===== src/rtl/fifo_word_packer.sv =====
// -----------------------------------------------------------------------------
// fifo_word_packer
//
// Drain stage for an 8-bit byte FIFO. The FIFO has a zero-latency read port,
// and this block pops a byte from it whenever the FIFO is non-empty. Bytes are
// packed little-endian into BYTES-wide words: the first byte popped goes into
// bits [7:0]. Each finished word is offered on a valid/ready handshake. A
// flush request emits the current partial word together with its byte count.
//
// Parameters:
//   BYTES  : bytes per output word, 2..8 (default 4)
//   CNT_W  : width of the byte-count output, $clog2(BYTES)+1
//
// Ports:
//   clk                 : clock, rising edge
//   rst                 : synchronous active-high reset
//   in_fifo_is_empty    : FIFO empty flag
//   in_fifo_read_data   : FIFO head byte, valid in the same cycle as the pop
//   out_fifo_read_ctrl  : FIFO pop strobe (combinational)
//   in_flush            : emit the current partial word
//   in_word_ready       : consumer accepts the presented word
//   out_word_valid      : word available
//   out_word_data       : packed word; zero while not valid
//   out_word_byte_count : number of valid bytes in the word, 1..BYTES
//   out_word_parity     : per-lane even parity; exists only when
//                         FIFO_WORD_PACKER_PARITY_EN is defined
//
// Optional feature macro: FIFO_WORD_PACKER_PARITY_EN
// -----------------------------------------------------------------------------
module fifo_word_packer #(
    parameter  int BYTES = 4,
    localparam int CNT_W = $clog2(BYTES) + 1
) (
    input  logic                 clk,
    input  logic                 rst,
    input  logic                 in_fifo_is_empty,
    input  logic [7:0]           in_fifo_read_data,
    output logic                 out_fifo_read_ctrl,
    input  logic                 in_flush,
    input  logic                 in_word_ready,
    output logic                 out_word_valid,
    output logic [8*BYTES-1:0]   out_word_data,
    output logic [CNT_W-1:0]     out_word_byte_count
`ifdef FIFO_WORD_PACKER_PARITY_EN
    ,
    output logic [BYTES-1:0]     out_word_parity
`endif
);

    typedef enum logic {
        FILL = 1'b0,
        HOLD = 1'b1
    } state_e;

    state_e             state_q, state_d;
    logic [CNT_W-1:0]   idx_q,   idx_d;
    logic [8*BYTES-1:0] acc_q,   acc_d;
    logic [CNT_W-1:0]   cnt_q,   cnt_d;
    logic               pop;

    // Pop only while filling and the FIFO has data. The pop is also held
    // low during reset, so the FIFO cannot lose a byte that is about to be
    // discarded.
    assign pop                = (state_q == FILL) && !in_fifo_is_empty && !rst;
    assign out_fifo_read_ctrl = pop;

    // NOTE: every variable written in an always_comb block is first given a
    // default value (here it holds its state). If some path through the block
    // left a variable unassigned, synthesis would infer a latch for it.
    always_comb begin
        state_d = state_q;
        idx_d   = idx_q;
        acc_d   = acc_q;
        cnt_d   = cnt_q;

        case (state_q)
            FILL: begin
                if (pop) begin
                    for (int i = 0; i < BYTES; i++) begin
                        if (idx_q == CNT_W'(i)) begin
                            acc_d[i*8 +: 8] = in_fifo_read_data;
                        end
                    end
                    idx_d = idx_q + CNT_W'(1);
                end

                // A word is complete when the pop fills the last lane. A flush
                // also completes the word, but only if the word holds at least
                // one byte; a byte popped in the same cycle counts.
                if (pop && (idx_q == CNT_W'(BYTES - 1))) begin
                    state_d = HOLD;
                    cnt_d   = CNT_W'(BYTES);
                end else if (in_flush && ((idx_q != '0) || pop)) begin
                    state_d = HOLD;
                    cnt_d   = idx_q + CNT_W'(pop);
                end
            end

            HOLD: begin
                if (in_word_ready) begin
                    state_d = FILL;
                    idx_d   = '0;
                    acc_d   = '0;
                    cnt_d   = '0;
                end
            end

            default: state_d = FILL;
        endcase
    end

    // NOTE: the state registers are updated with non-blocking assignments.
    // Each register then takes the value computed before the clock edge,
    // whatever order the assignments run in.
    // The accumulator is reset as well, even though it is datapath. Lanes
    // that are never written must read back as 0x00 in a partial word, so the
    // accumulator has to start from a known zero.
    always_ff @(posedge clk) begin
        if (rst) begin
            state_q <= FILL;
            idx_q   <= '0;
            acc_q   <= '0;
            cnt_q   <= '0;
        end else begin
            state_q <= state_d;
            idx_q   <= idx_d;
            acc_q   <= acc_d;
            cnt_q   <= cnt_d;
        end
    end

    assign out_word_valid      = (state_q == HOLD);
    assign out_word_data       = out_word_valid ? acc_q : '0;
    assign out_word_byte_count = cnt_q;

`ifdef FIFO_WORD_PACKER_PARITY_EN
    logic [BYTES-1:0] parity_q, parity_d;

    // Parity is taken from the next accumulator value at the moment the word
    // completes, so it becomes valid together with the word. Lanes that were
    // not written are zero, which gives them a parity bit of 0.
    always_comb begin
        parity_d = parity_q;
        if ((state_q == FILL) && (state_d == HOLD)) begin
            for (int i = 0; i < BYTES; i++) begin
                parity_d[i] = ^acc_d[i*8 +: 8];
            end
        end else if ((state_q == HOLD) && in_word_ready) begin
            parity_d = '0;
        end
    end

    always_ff @(posedge clk) begin
        if (rst) begin
            parity_q <= '0;
        end else begin
            parity_q <= parity_d;
        end
    end

    assign out_word_parity = parity_q;
`endif

endmodule


===== config.mk =====
export PLATFORM = sky130hd
export DESIGN_NAME = fifo_word_packer
export DESIGN_NICKNAME = d
export VERILOG_FILES = /design/src/rtl/fifo_word_packer.sv
export SDC_FILE = /design/constraint.sdc
export NUM_CORES = 1
export LEC_CHECK = 0
export CAP_MARGIN = 0
export CORE_ASPECT_RATIO = 1.2
export CORE_MARGIN = 2
export CORE_UTILIZATION = 44
export DETAILED_ROUTE_END_ITERATION = 12
export PLACE_DENSITY = 0.76
export SLEW_MARGIN = 20
export SYNTH_ARGS = -nofsm -noshare
export SYNTH_HDL_FRONTEND = slang
export SYNTH_SLANG_ARGS = --single-unit

===== constraint.sdc =====
create_clock -name clk -period 2.3 [get_ports clk]
set_clock_uncertainty 0.2 [all_clocks]
set_input_delay 0.46 -clock clk [delete_from_list [all_inputs] [get_ports clk]]
set_output_delay 0.46 -clock clk [all_outputs]
set_load 0.02 [all_outputs]

== Yosys cells after proc, flatten, opt, wreduce, memory -nomap -nowiden ==
Index checks and enable logic that the tools add are counted.

* Register bits after elaboration: 39
* Input bits: 13
* Logic and storage cells: 53

* $add $sub $neg: 2
* Equal/unequal tests: 10
* Mux-type cells: 18
* Bitwise operators: 1
* Reduce and logical (&&, ||, !) cells: 15

{| class="wikitable"
|+ Operators with widths
! operator !! count
|-
| 32-bit 2-to-1 mux || 3
|-
| 32-bit case mux with 2 select lines || 1
|-
| 8-bit 2-to-1 mux || 4
|-
| 3-bit 2-to-1 mux || 4
|-
| 3-bit case mux with 2 select lines || 2
|-
| 3-bit AND reduction || 4
|-
| 2-bit by 1-bit inequality test with 1-bit output, second input constant || 4
|-
| 3-bit by 2-bit equality test with 1-bit output, second input constant || 2
|-
| 1-bit logical AND || 4
|-
| 2-bit inequality test, second input constant || 2
|-
| 2-bit AND reduction || 2
|-
| 3-bit by 1-bit adder with 3-bit output || 1
|-
| 3-bit by 1-bit adder with 3-bit output, second input constant || 1
|-
| 3-bit by 1-bit equality test with 1-bit output, second input constant || 1
|-
| 3-bit logical NOT || 1
|-
| 1-bit 2-to-1 mux || 3
|-
| 3-bit by 1-bit inequality test with 1-bit output, second input constant || 1
|-
| 3-bit nonzero test || 1
|-
| 1-bit logical NOT || 2
|-
| 1-bit case mux with 2 select lines || 1
|-
| 1-bit logical OR || 1
|-
| 1-bit inverter || 1
|}

== Depth between registers and ports, before layout ==
Gate-level depths: netlist of the first run.

* Word-level depth: 8
* Gate-level depth with buffers: 10
* Depth with buffers taken out: 7

== Worst setup path before layout of the first run ==
Ideal clock, no wire load.

* Path type: reg-to-reg
* Start: reg state_q, in the netlist out_word_valid
* End: reg cnt_q[2], in the netlist out_word_byte_count[2]
* Library setup time: 0.060 ns
* Arrival: 2.378 ns
* Required time: 2.040 ns
* Path slack: -0.338 ns
* Stages on the path, launching flop included: 11
* Buffers on the path: 3
* Clock period less this slack: 2.638 ns
* Cells stage by stage: dfxtp_1 -> buf_6 -> clkbuf_1 -> clkbuf_1 -> nor3_1 -> ha_1 -> ha_1 -> xnor2_1 -> a211oi_1 -> o211ai_1 -> nand2_1

* Longest elaborated chain between the ends: 7

{| class="wikitable"
|+ RTL lines
! item !! RTL line !! source
|-
| start: declaration || 55 || <nowiki>state_e state_q, state_d;</nowiki>
|-
| start signal: assignment || 125 || <nowiki>state_q <= state_d;</nowiki>
|-
| 1-bit inverter (*) || n/a ||
|-
| 1-bit logical AND (*) (2 in series) || 64 || <nowiki>assign pop = (state_q == FILL) && !in_fifo_is_empty && !rst;</nowiki>
|-
| via out_fifo_read_ctrl || 38 || <nowiki>output logic out_fifo_read_ctrl,</nowiki>
|-
| 3-bit by 1-bit adder with 3-bit output / 1-bit logical OR (equally long branches) || 95, 93 ||
|-
| 3-bit 2-to-1 mux / 1-bit logical AND (equally long branches) || 93 || <nowiki>end else if (in_flush && ((idx_q != '0) || pop)) begin</nowiki>
|-
| 3-bit 2-to-1 mux / 3-bit by 1-bit inequality test with 1-bit output (equally long branches) || n/a ||
|-
| 3-bit case mux with 2 select lines / 2-bit AND reduction (equally long branches) || n/a ||
|-
| end signal: assignment || 128 || <nowiki>cnt_q <= cnt_d;</nowiki>
|-
| end: declaration || 58 || <nowiki>logic [CNT_W-1:0] cnt_q, cnt_d;</nowiki>
|}

The timed path passes the listed nets; every way through them passes the cells marked *. The select of a mux whose other input is x is not followed.
A chain may end at the register's enable or synchronous reset.

== Worst setup path in the final report of the first run ==
* Start: reg state_q, in the netlist out_word_valid
* End: out out_word_data[11]

* Longest elaborated chain between the ends: 1

{| class="wikitable"
|+ RTL lines
! item !! RTL line !! source
|-
| 32-bit 2-to-1 mux || 133 || <nowiki>assign out_word_data = out_word_valid ? acc_q : '0;</nowiki>
|-
| end: declaration || 42 || <nowiki>output logic [8*BYTES-1:0] out_word_data,</nowiki>
|}

Every way passes these cells.

==> results of run 1 <==
[per-layer routing]
layer | part of all wire [%] | vias up
li1 | - | 889
met4 | 2.8 | 0
met5 | 0 | -
met1 | 43 | 826
met3 | 5.0 | 10
met2 | 49 | 51
[power groups by stage]
stage	combinational [mW]	sequential, mW	clock (mW)
after floorplan	0.135	0.723	0
after global placement	0.215	0.721	0
after detailed placement	0.218	0.722	0
after CTS	0.218	0.706	0.582
after global routing	0.249	0.712	0.615
final	0.227	0.708	0.574
[layout make-up]
cell class | count | area share, %
clock buffer | 5 | 2.54
clock inverter | 3 | 1.62
inverter | 3 | 0.416
multi-input combinational | 178 | 40.7
sequential | 39 | 28.9
tap | 56 | 2.59
timing repair buffer | 58 | 23.3
[worst register-to-register path, delay by kind of cell, from the launching register on]
| family | cells | cell delay (ns) |
|---|---|---|
| buf+inv | 1 | 0.16 |
| flops | 1 | 0.39 |
| simple gates | 2 | 0.14 |
| xor+xnor | 1 | 0.12 |
| compound gates | 2 | 0.44 |
| fa+ha+maj | 2 | 0.39 |
[sequential cells by signal, summed over array words and instances (netlist names)]
| name | cells |
|---|---|
| acc_q | 32 |
| out_word_valid | 1 |
| idx_q | 3 |
| out_word_byte_count | 3 |
[cell usage after synthesis]
cell                       count  area (sq um)
sky130_fd_sc_hd__a211oi_1      1          7.51
sky130_fd_sc_hd__nand3b_1      3          22.5
sky130_fd_sc_hd__ha_1          7          87.6
sky130_fd_sc_hd__buf_6         1          11.3
sky130_fd_sc_hd__a21oi_1      10          50.1
sky130_fd_sc_hd__dfxtp_1      39           781
sky130_fd_sc_hd__clkbuf_1      7          26.3
sky130_fd_sc_hd__a22oi_1       1          7.51
sky130_fd_sc_hd__nor4_4        1          21.3
sky130_fd_sc_hd__buf_4         3          22.5
sky130_fd_sc_hd__buf_1         1          3.75
sky130_fd_sc_hd__buf_2         5          25.0
sky130_fd_sc_hd__o31ai_1       1          7.51
sky130_fd_sc_hd__o21a_1        1          7.51
sky130_fd_sc_hd__nor2b_1       1          6.26
sky130_fd_sc_hd__nor3_1        6          30.0
sky130_fd_sc_hd__o21ai_0       3          15.0
sky130_fd_sc_hd__nand3_1      34           170
sky130_fd_sc_hd__a21oi_2      24           210
sky130_fd_sc_hd__and2_1       36           225
sky130_fd_sc_hd__nor3b_1       1          7.51
sky130_fd_sc_hd__nor4b_4       1          23.8
sky130_fd_sc_hd__o211ai_1      1          7.51
sky130_fd_sc_hd__nand2_1      37           139
sky130_fd_sc_hd__inv_1         3          11.3
sky130_fd_sc_hd__nor2_1        6          22.5
sky130_fd_sc_hd__nand2b_1      2          12.5
sky130_fd_sc_hd__xnor2_1       1          8.76
[cells by family (layout without fill, tap and decap cells)]
group                    Yosys count  after routing
adder cells (fa/ha/maj)            7              7
buffers and inverters             20             69
XOR/XNOR                           1              1
AO/OA/AOI/OAI                     42             42
flip-flops                        39             39
AND/OR/NAND/NOR                  128            128
[repair_timing]
| item | CTS | global route |
|---|---|---|
| endpoints found under the setup margin | 4 | 29 |
| gates cloned | 0 | 1 |
| resized for setup | 4 | 17 |
[through the flow]
step / setup WS, ns / instance area, sq um / TNS [ns] / hold WS (ns) / utilization (%)
2_1_floorplan: 0.0189 / 1990 / 0 / 0.243 / -
3_3_place_gp: -0.0866 / 2530 / -0.0955 / 0.250 / 59.0
3_5_place_dp: -0.0947 / 2530 / -0.162 / 0.256 / 59.0
4_1_cts: 0.0000611 / 2640 / 0 / 0.266 / 61.5
5_1_grt: 0.0135 / 2710 / 0 / 0.285 / 63.1
6_report: 0.0595 / 2710 / 0 / 0.264 / 63.1
[how the worst max path moves through the flow]
stage	end	start	slack, ns
4_1_cts	out_word_data[6]	out_word_valid$_SDFF_PP0_	0.00006
2_1_floorplan	out_word_byte_count[2]$_SDFFE_PP0P_	out_word_valid$_SDFF_PP0_	0.02
3_5_place_dp	out_fifo_read_ctrl	in_fifo_is_empty	-0.09
6_report	out_word_data[11]	out_word_valid$_SDFF_PP0_	0.06
5_1_grt	out_word_data[11]	out_word_valid$_SDFF_PP0_	0.01
3_3_place_gp	out_fifo_read_ctrl	in_fifo_is_empty	-0.09
==> reports/qor.log, run 1 <==
INFO  run_status     outcome=finished clean
INFO  grt            grt_start_max_net_pins=47
INFO  synth          post_synth_inst_count=237
INFO  floorplan      core_area=4290squm
INFO  min_path       min-delay-path-class=flip-flop to flip-flop
INFO  routing        drc_violations=0
INFO  cts            cts_htree_levels=2
INFO  routing        avgViaCountPerCell=5.19
INFO  routing        wire_per_inst=13.6um
INFO  synth          synth_compound_area_share=15.9%
INFO  sta            fin_crit=2.24ns
INFO  sta            period_share=97.4%
INFO  critical_path  worstPathMaxFanout=23
INFO  layout         diodes=0
INFO  grt            global_route_wire_length_before_repair=7440um
INFO  grt            global_routing_s_busiest_layer=met2
INFO  power          seq_pwr_share=46.9%
INFO  routing        detail_route.wirelength=4650um
INFO  synth          ys_seq_elements=39
INFO  sta            grt_setup_unrepaired=false
INFO  synth          synth_top_family_by_area=simple AND/OR/NAND/NOR gates
INFO  critical_path  critical_path.cell_chain=buf_12, and2_1, clkdlybuf4s50_1
INFO  grt            gr-usage-met3=4.69%
INFO  layout         final_cell_mix=sky130_fd_sc_hd__dfxtp_1, sky130_fd_sc_hd__nand2_1, sky130_fd_sc_hd__and2_1, sky130_fd_sc_hd__nand3_1, sky130_fd_sc_hd__clkdlybuf4s50_1
INFO  critical_path  worstReg2RegEnd=out_word_byte_count[2]$_SDFFE_PP0P_
INFO  cts            clkLatencyLatePin=0.29ns
INFO  grt            met2_usage=30.3%
INFO  critical_path  timing.critical_path.slowest_cell_delay=0.59ns
INFO  power          total_leakage_power=1.23nW
INFO  floorplan      number_of_placed_i_o_pins=50
INFO  layout         multi_input_comb_area=1100squm
INFO  routing        drt_pass1_iterations=4
INFO  grt            overflow=0
INFO  power          p_sw=0.397mW
INFO  critical_path  setup.worst_path.end_class=primary output
INFO  sta            max_slew_violation_count=0
INFO  cts            cts.root.buffer_cell=sky130_fd_sc_hd__clkbuf_8
INFO  critical_path  worst-r2r-setup-slack=0.40ns
INFO  synth          area_share_of_xor_xnor_cells_in_the_synthesized_design=0.444%
INFO  layout         seq_area=782squm
INFO  min_path       min_from=acc_q[27]$_SDFFE_PP0P_
INFO  synth          postSynthNetCount=257
INFO  critical_path  crit_slowest_cell=sky130_fd_sc_hd__clkdlybuf4s50_1
INFO  critical_path  critical_path_depth=3
INFO  grt            grt_antenna_before_repair=0
INFO  layout         drive_gt1_share=16.1%
INFO  critical_path  worst-setup-path-type=flip-flop to primary output
INFO  synth          ys.warnings.count=0
INFO  floorplan      area_of_the_die=5030squm
INFO  critical_path  reg2reg_depth=8
INFO  floorplan      floorplan_row_count=26
INFO  synth          synth_sequential_area_ratio=39.6%
INFO  place          place.detailed.instances=333
INFO  floorplan      floorplan.initialDensity=45.9%
INFO  sta            finalSetupViolations=0
INFO  place          place_congestion=0.790
INFO  grt            grt.total_usage=18.9%
INFO  critical_path  critical_path_buf_inv_count=2
INFO  cts            clock_path_buffers=2
INFO  critical_path  worst_ep_arrival_time=1.58ns
INFO  min_path       hold-path-endpoint=acc_q[27]$_SDFFE_PP0P_
INFO  grt            grtUsageMet1=23.5%
INFO  flow_run       cap_violations=0
INFO  power          power=1.51mW
INFO  cts            cts_tree=built
INFO  layout         layoutNonFillerInstCount=342
INFO  sta            final-hold-violation-count=0
INFO  power          cellPowerDensity=557nW/um^2
INFO  cts            cts_hold_buf=0
INFO  cts            post_cts.repair.setup_buffers=0
INFO  synth          syn_area=1970squm
INFO  layout         fill_cells=379
INFO  synth          post_synth_and_or_nand_nor_area_fraction=34.5%
INFO  synth          synth_cell_types=28
INFO  cts            numClockSinks=39
INFO  critical_path  critPathRequiredTime=1.64ns
INFO  cts            clk_pin_slew_worst_paths=0.07ns
INFO  routing        drt_first_iter_violations=81
INFO  power          switching_share=26.3%
INFO  synth          synth.avg_cell_area=8.31squm
INFO  grt            grt_pass1_vias=1617
INFO  sta            top_achievable_clock_speed=446MHz
INFO  place          hpwlAfterDp=3100um
INFO  critical_path  r2r-start=out_word_valid$_SDFF_PP0_
INFO  layout         num-nets-final=305
INFO  floorplan      die-height=77.3um
INFO  power          cell_internal_pwr=1.11mW
INFO  floorplan      die_width=65.1um
INFO  critical_path  cp-start-kind=flip-flop
INFO  power          pwr-share-comb=15.0%
INFO  layout         flow.area_growth_from_synthesis=37.4%
INFO  layout         layout.cells.most_common=sky130_fd_sc_hd__dfxtp_1
INFO  power          ir_drop=0.483mV
INFO  cts            tritoncts.num_buffers=5
INFO  place          port_buffers=49
INFO  sta            relSlewSlack=77.8%
INFO  critical_path  path_delay_family=buffers and inverters
INFO  synth          synth-adder-area-share=4.44%
INFO  routing        dr_total_vias=1776
INFO  sta            worst_slew_pin_slew=0.331ns
INFO  routing        antenna_violating_nets_left=0
INFO  min_path       worstHoldPathCells=2
INFO  synth          post_synth_mux_area_share=0%
INFO  power          share_clk_of_total_power=38.0%
Note: power is estimated with default switching activity, not from simulation.
==> run 2, diff against run 1 <==
CORE_MARGIN = 10   (was 2)
SETUP_SLACK_MARGIN = 0.02   (was default)
==> run 2 against run 1 <==
  * Total power is 4.3% lower
  * Worst setup slack improved by 0.043 ns
  * Clock-buffer cell count up 2
  * Register-to-register slack about the same
  * Via count shrank 0.56%
  * Fmax up 2.0%
  * Combinational power barely moved
==> reports/qor.log, run 2 (synthesis results as in run 1) <==
INFO  layout         max_ffs_per_register=32 [unchanged]
INFO  sta            period_share=95.5% [-1.9 points]
INFO  critical_path  worstPathMaxFanout=9 [-61%]
INFO  routing        detail_route.wirelength=5100um [+9.7%]
INFO  cts            cts_tree=built
INFO  layout         fin_util=63.5% [+0.50 points]
INFO  layout         num-nets-final=308 [+0.98%]
INFO  routing        antenna_violating_nets_left=0 [unchanged]
INFO  cts            clock_path_buffers=2 [unchanged]
INFO  cts            clk_pin_slew_worst_paths=0.08ns [about the same]
INFO  power          power=1.44mW [-4.3%]
INFO  grt            gr-usage-met3=2.68% [-2.0 points]
INFO  cts            cts_htree_levels=2 [unchanged]
INFO  place          place_congestion=0.811 [+2.7%]
INFO  floorplan      floorplan.initialDensity=45.9% [unchanged]
INFO  cts            cts_resized=2 [-2]
INFO  sta            fin_crit=2.20ns [-0.0433 ns]
INFO  sta            worst_slew_pin_slew=0.396ns [+0.0650 ns]
INFO  grt            overflow=0 [unchanged]
INFO  routing        drc_violations=0 [unchanged]
INFO  layout         diodes=0 [unchanged]
INFO  routing        avgViaCountPerCell=5.12 [-1.4%]
INFO  layout         layout.cells.most_common=sky130_fd_sc_hd__dfxtp_1
INFO  layout         drive_gt1_share=17.0% [+0.87 points]
INFO  grt            grt_antenna_before_repair=0 [unchanged]
INFO  floorplan      area_of_the_die=7570squm [+50%]
INFO  floorplan      floorplan_row_count=26 [unchanged]
INFO  layout         layoutNonFillerInstCount=345 [+0.88%]
INFO  sta            max_slew_violation_count=0 [unchanged]
INFO  cts            cts.root.buffer_cell=sky130_fd_sc_hd__clkbuf_8
INFO  sta            final-hold-violation-count=0 [unchanged]
INFO  routing        drt_pass1_iterations=4 [unchanged]
INFO  critical_path  critPathRequiredTime=1.64ns [about the same]
INFO  sta            hold_slack=0.265ns [+0.00175 ns]
INFO  floorplan      die_width=81.1um [+25%]
INFO  power          total_leakage_power=1.38nW [+13%]
INFO  floorplan      die-height=93.3um [+21%]
INFO  cts            clkLatencyLatePin=0.28ns [about the same]
INFO  layout         most_flop_heavy_register=acc_q
INFO  grt            grt_pass1_vias=1743 [+7.8%]
INFO  layout         fill_cells=384 [+1.3%]
INFO  place          hpwlAfterDp=3670um [+18%]
INFO  grt            met2_usage=22.6% [-7.7 points]
INFO  flow_run       cap_violations=0 [unchanged]
INFO  grt            grt.total_usage=13.4% [-5.5 points]
INFO  floorplan      core_area=4290squm [unchanged]
INFO  floorplan      number_of_placed_i_o_pins=50 [unchanged]
INFO  cts            tritoncts.num_buffers=5 [unchanged]
INFO  critical_path  cp-start-kind=flip-flop
INFO  sta            finalSetupViolations=0 [unchanged]
INFO  cts            post_cts.repair.setup_buffers=0 [unchanged]
INFO  sta            grt_setup_unrepaired=false
INFO  routing        dr_total_vias=1766 [-0.56%]
INFO  run_status     outcome=finished clean
INFO  cts            cts_hold_buf=0 [unchanged]
INFO  min_path       min-delay-path-class=flip-flop to flip-flop
INFO  cts            numClockSinks=39 [unchanged]
INFO  place          place.detailed.instances=337 [+1.2%]
INFO  critical_path  worst-setup-path-type=flip-flop to primary output
INFO  grt            global_routing_s_busiest_layer=met2
INFO  routing        wire_per_inst=14.8um [+8.8%]
INFO  sta            relSlewSlack=73.6% [-4.3 points]
INFO  layout         flow.area_growth_from_synthesis=38.5%
INFO  critical_path  setup.worst_path.end_class=primary output
INFO  critical_path  worst-r2r-setup-slack=0.40ns [about the same]
INFO  layout         final_cell_mix=sky130_fd_sc_hd__dfxtp_1, sky130_fd_sc_hd__nand2_1, sky130_fd_sc_hd__and2_1, sky130_fd_sc_hd__nand3_1, sky130_fd_sc_hd__dlymetal6s2s_1
INFO  grt            grt_start_max_net_pins=38 [-19%]
INFO  sta            fin_setup_tns=0ns [unchanged]
INFO  routing        drt_first_iter_violations=175 [+120%]
INFO  power          cellPowerDensity=529nW/um^2 [-5.1%]
INFO  power          ir_drop=0.391mV [-19%]
INFO  grt            global_route_wire_length_before_repair=8170um [+9.8%]
INFO  place          port_buffers=49 [unchanged]
INFO  critical_path  worst_ep_arrival_time=1.54ns [-0.04 ns]
INFO  grt            grtUsageMet1=15.7% [-7.8 points]
INFO  sta            top_achievable_clock_speed=455MHz [+2.0%]
==> run 2: changes by cell type in the layout (fill, tap and decap cells not counted) <==
cell                              before  now
sky130_fd_sc_hd__buf_4                 6   10
sky130_fd_sc_hd__dlygate4sd2_1         4    2
sky130_fd_sc_hd__clkinvlp_4            0    1
sky130_fd_sc_hd__dlymetal6s2s_1       16   25
sky130_fd_sc_hd__clkdlybuf4s50_1      28   21
sky130_fd_sc_hd__clkbuf_16             1    0
sky130_fd_sc_hd__clkbuf_8              5    7
sky130_fd_sc_hd__clkinv_2              1    0
sky130_fd_sc_hd__clkinv_4              1    0
sky130_fd_sc_hd__bufinv_16             1    0
==> run 2: area by class of cell <==
type | count | area, sq um | area share, %
multi-input cells | 178 | 1100 | 40.3
flip-flops and latches | 39 | 782 | 28.7
repair buffers | 61 | 661 | 24.2
clock buffers | 7 | 96.3 | 3.53
well taps | 56 | 70.1 | 2.57
inverters | 3 | 11.3 | 0.413
clock inverters | 1 | 7.51 | 0.275
==> run 2: worst paths after layout <==
path                            cells past startpoint                 startpoint                             endpoint
worst max-delay path                                3  out_word_valid$_SDFF_PP0_                     out_word_data[6]
worst min-delay path                                2     acc_q[24]$_SDFFE_PP0P_               acc_q[24]$_SDFFE_PP0P_
worst max register to register                      8  out_word_valid$_SDFF_PP0_  out_word_byte_count[2]$_SDFFE_PP0P_
worst min register to register                      2     acc_q[24]$_SDFFE_PP0P_               acc_q[24]$_SDFFE_PP0P_
==> run 2: routing by layer <==
metal / up-vias / part of all wire, %
met2: 47 / 50
met3: 7 / 4.0
li1: 899 / -
met5: - / 0
met4: 0 / 1.6
met1: 813 / 45
==> run 2: critical path: stages, from the launching register on <==
cell and delay, ns:
sky130_fd_sc_hd__dfxtp_2 0.38, sky130_fd_sc_hd__buf_12 0.13, sky130_fd_sc_hd__and2_1 0.13, sky130_fd_sc_hd__clkdlybuf4s50_1 0.61
==> run 2: metrics by stage <==
stage / setup slack [ns] / area [sq um]
4_1_cts: 0.0264 / 2670
3_3_place_gp: -0.0956 / 2560
5_1_grt: 0.0391 / 2730
6_report: 0.103 / 2730
3_5_place_dp: -0.121 / 2560
2_1_floorplan: 0.0636 / 1990
==> run 2: where the power goes <==
group | internal [mW] | total (mW) | switching [mW] | leakage (nW)
Sequential | 0.695 | 0.708 | 0.0137 | 0.316
Combinational | 0.0953 | 0.228 | 0.132 | 1.02
Clock | 0.273 | 0.508 | 0.235 | 0.0505
Total | 1.06 | 1.44 | 0.382 | 1.38
==> run 3, diff against run 2 <==
GPL_ROUTABILITY_DRIVEN = 0   (was default)
SLEW_MARGIN = 10   (was 20)
==> results of run 3 <==
The final DEF is identical to that of run 2; final timing and power are the same.
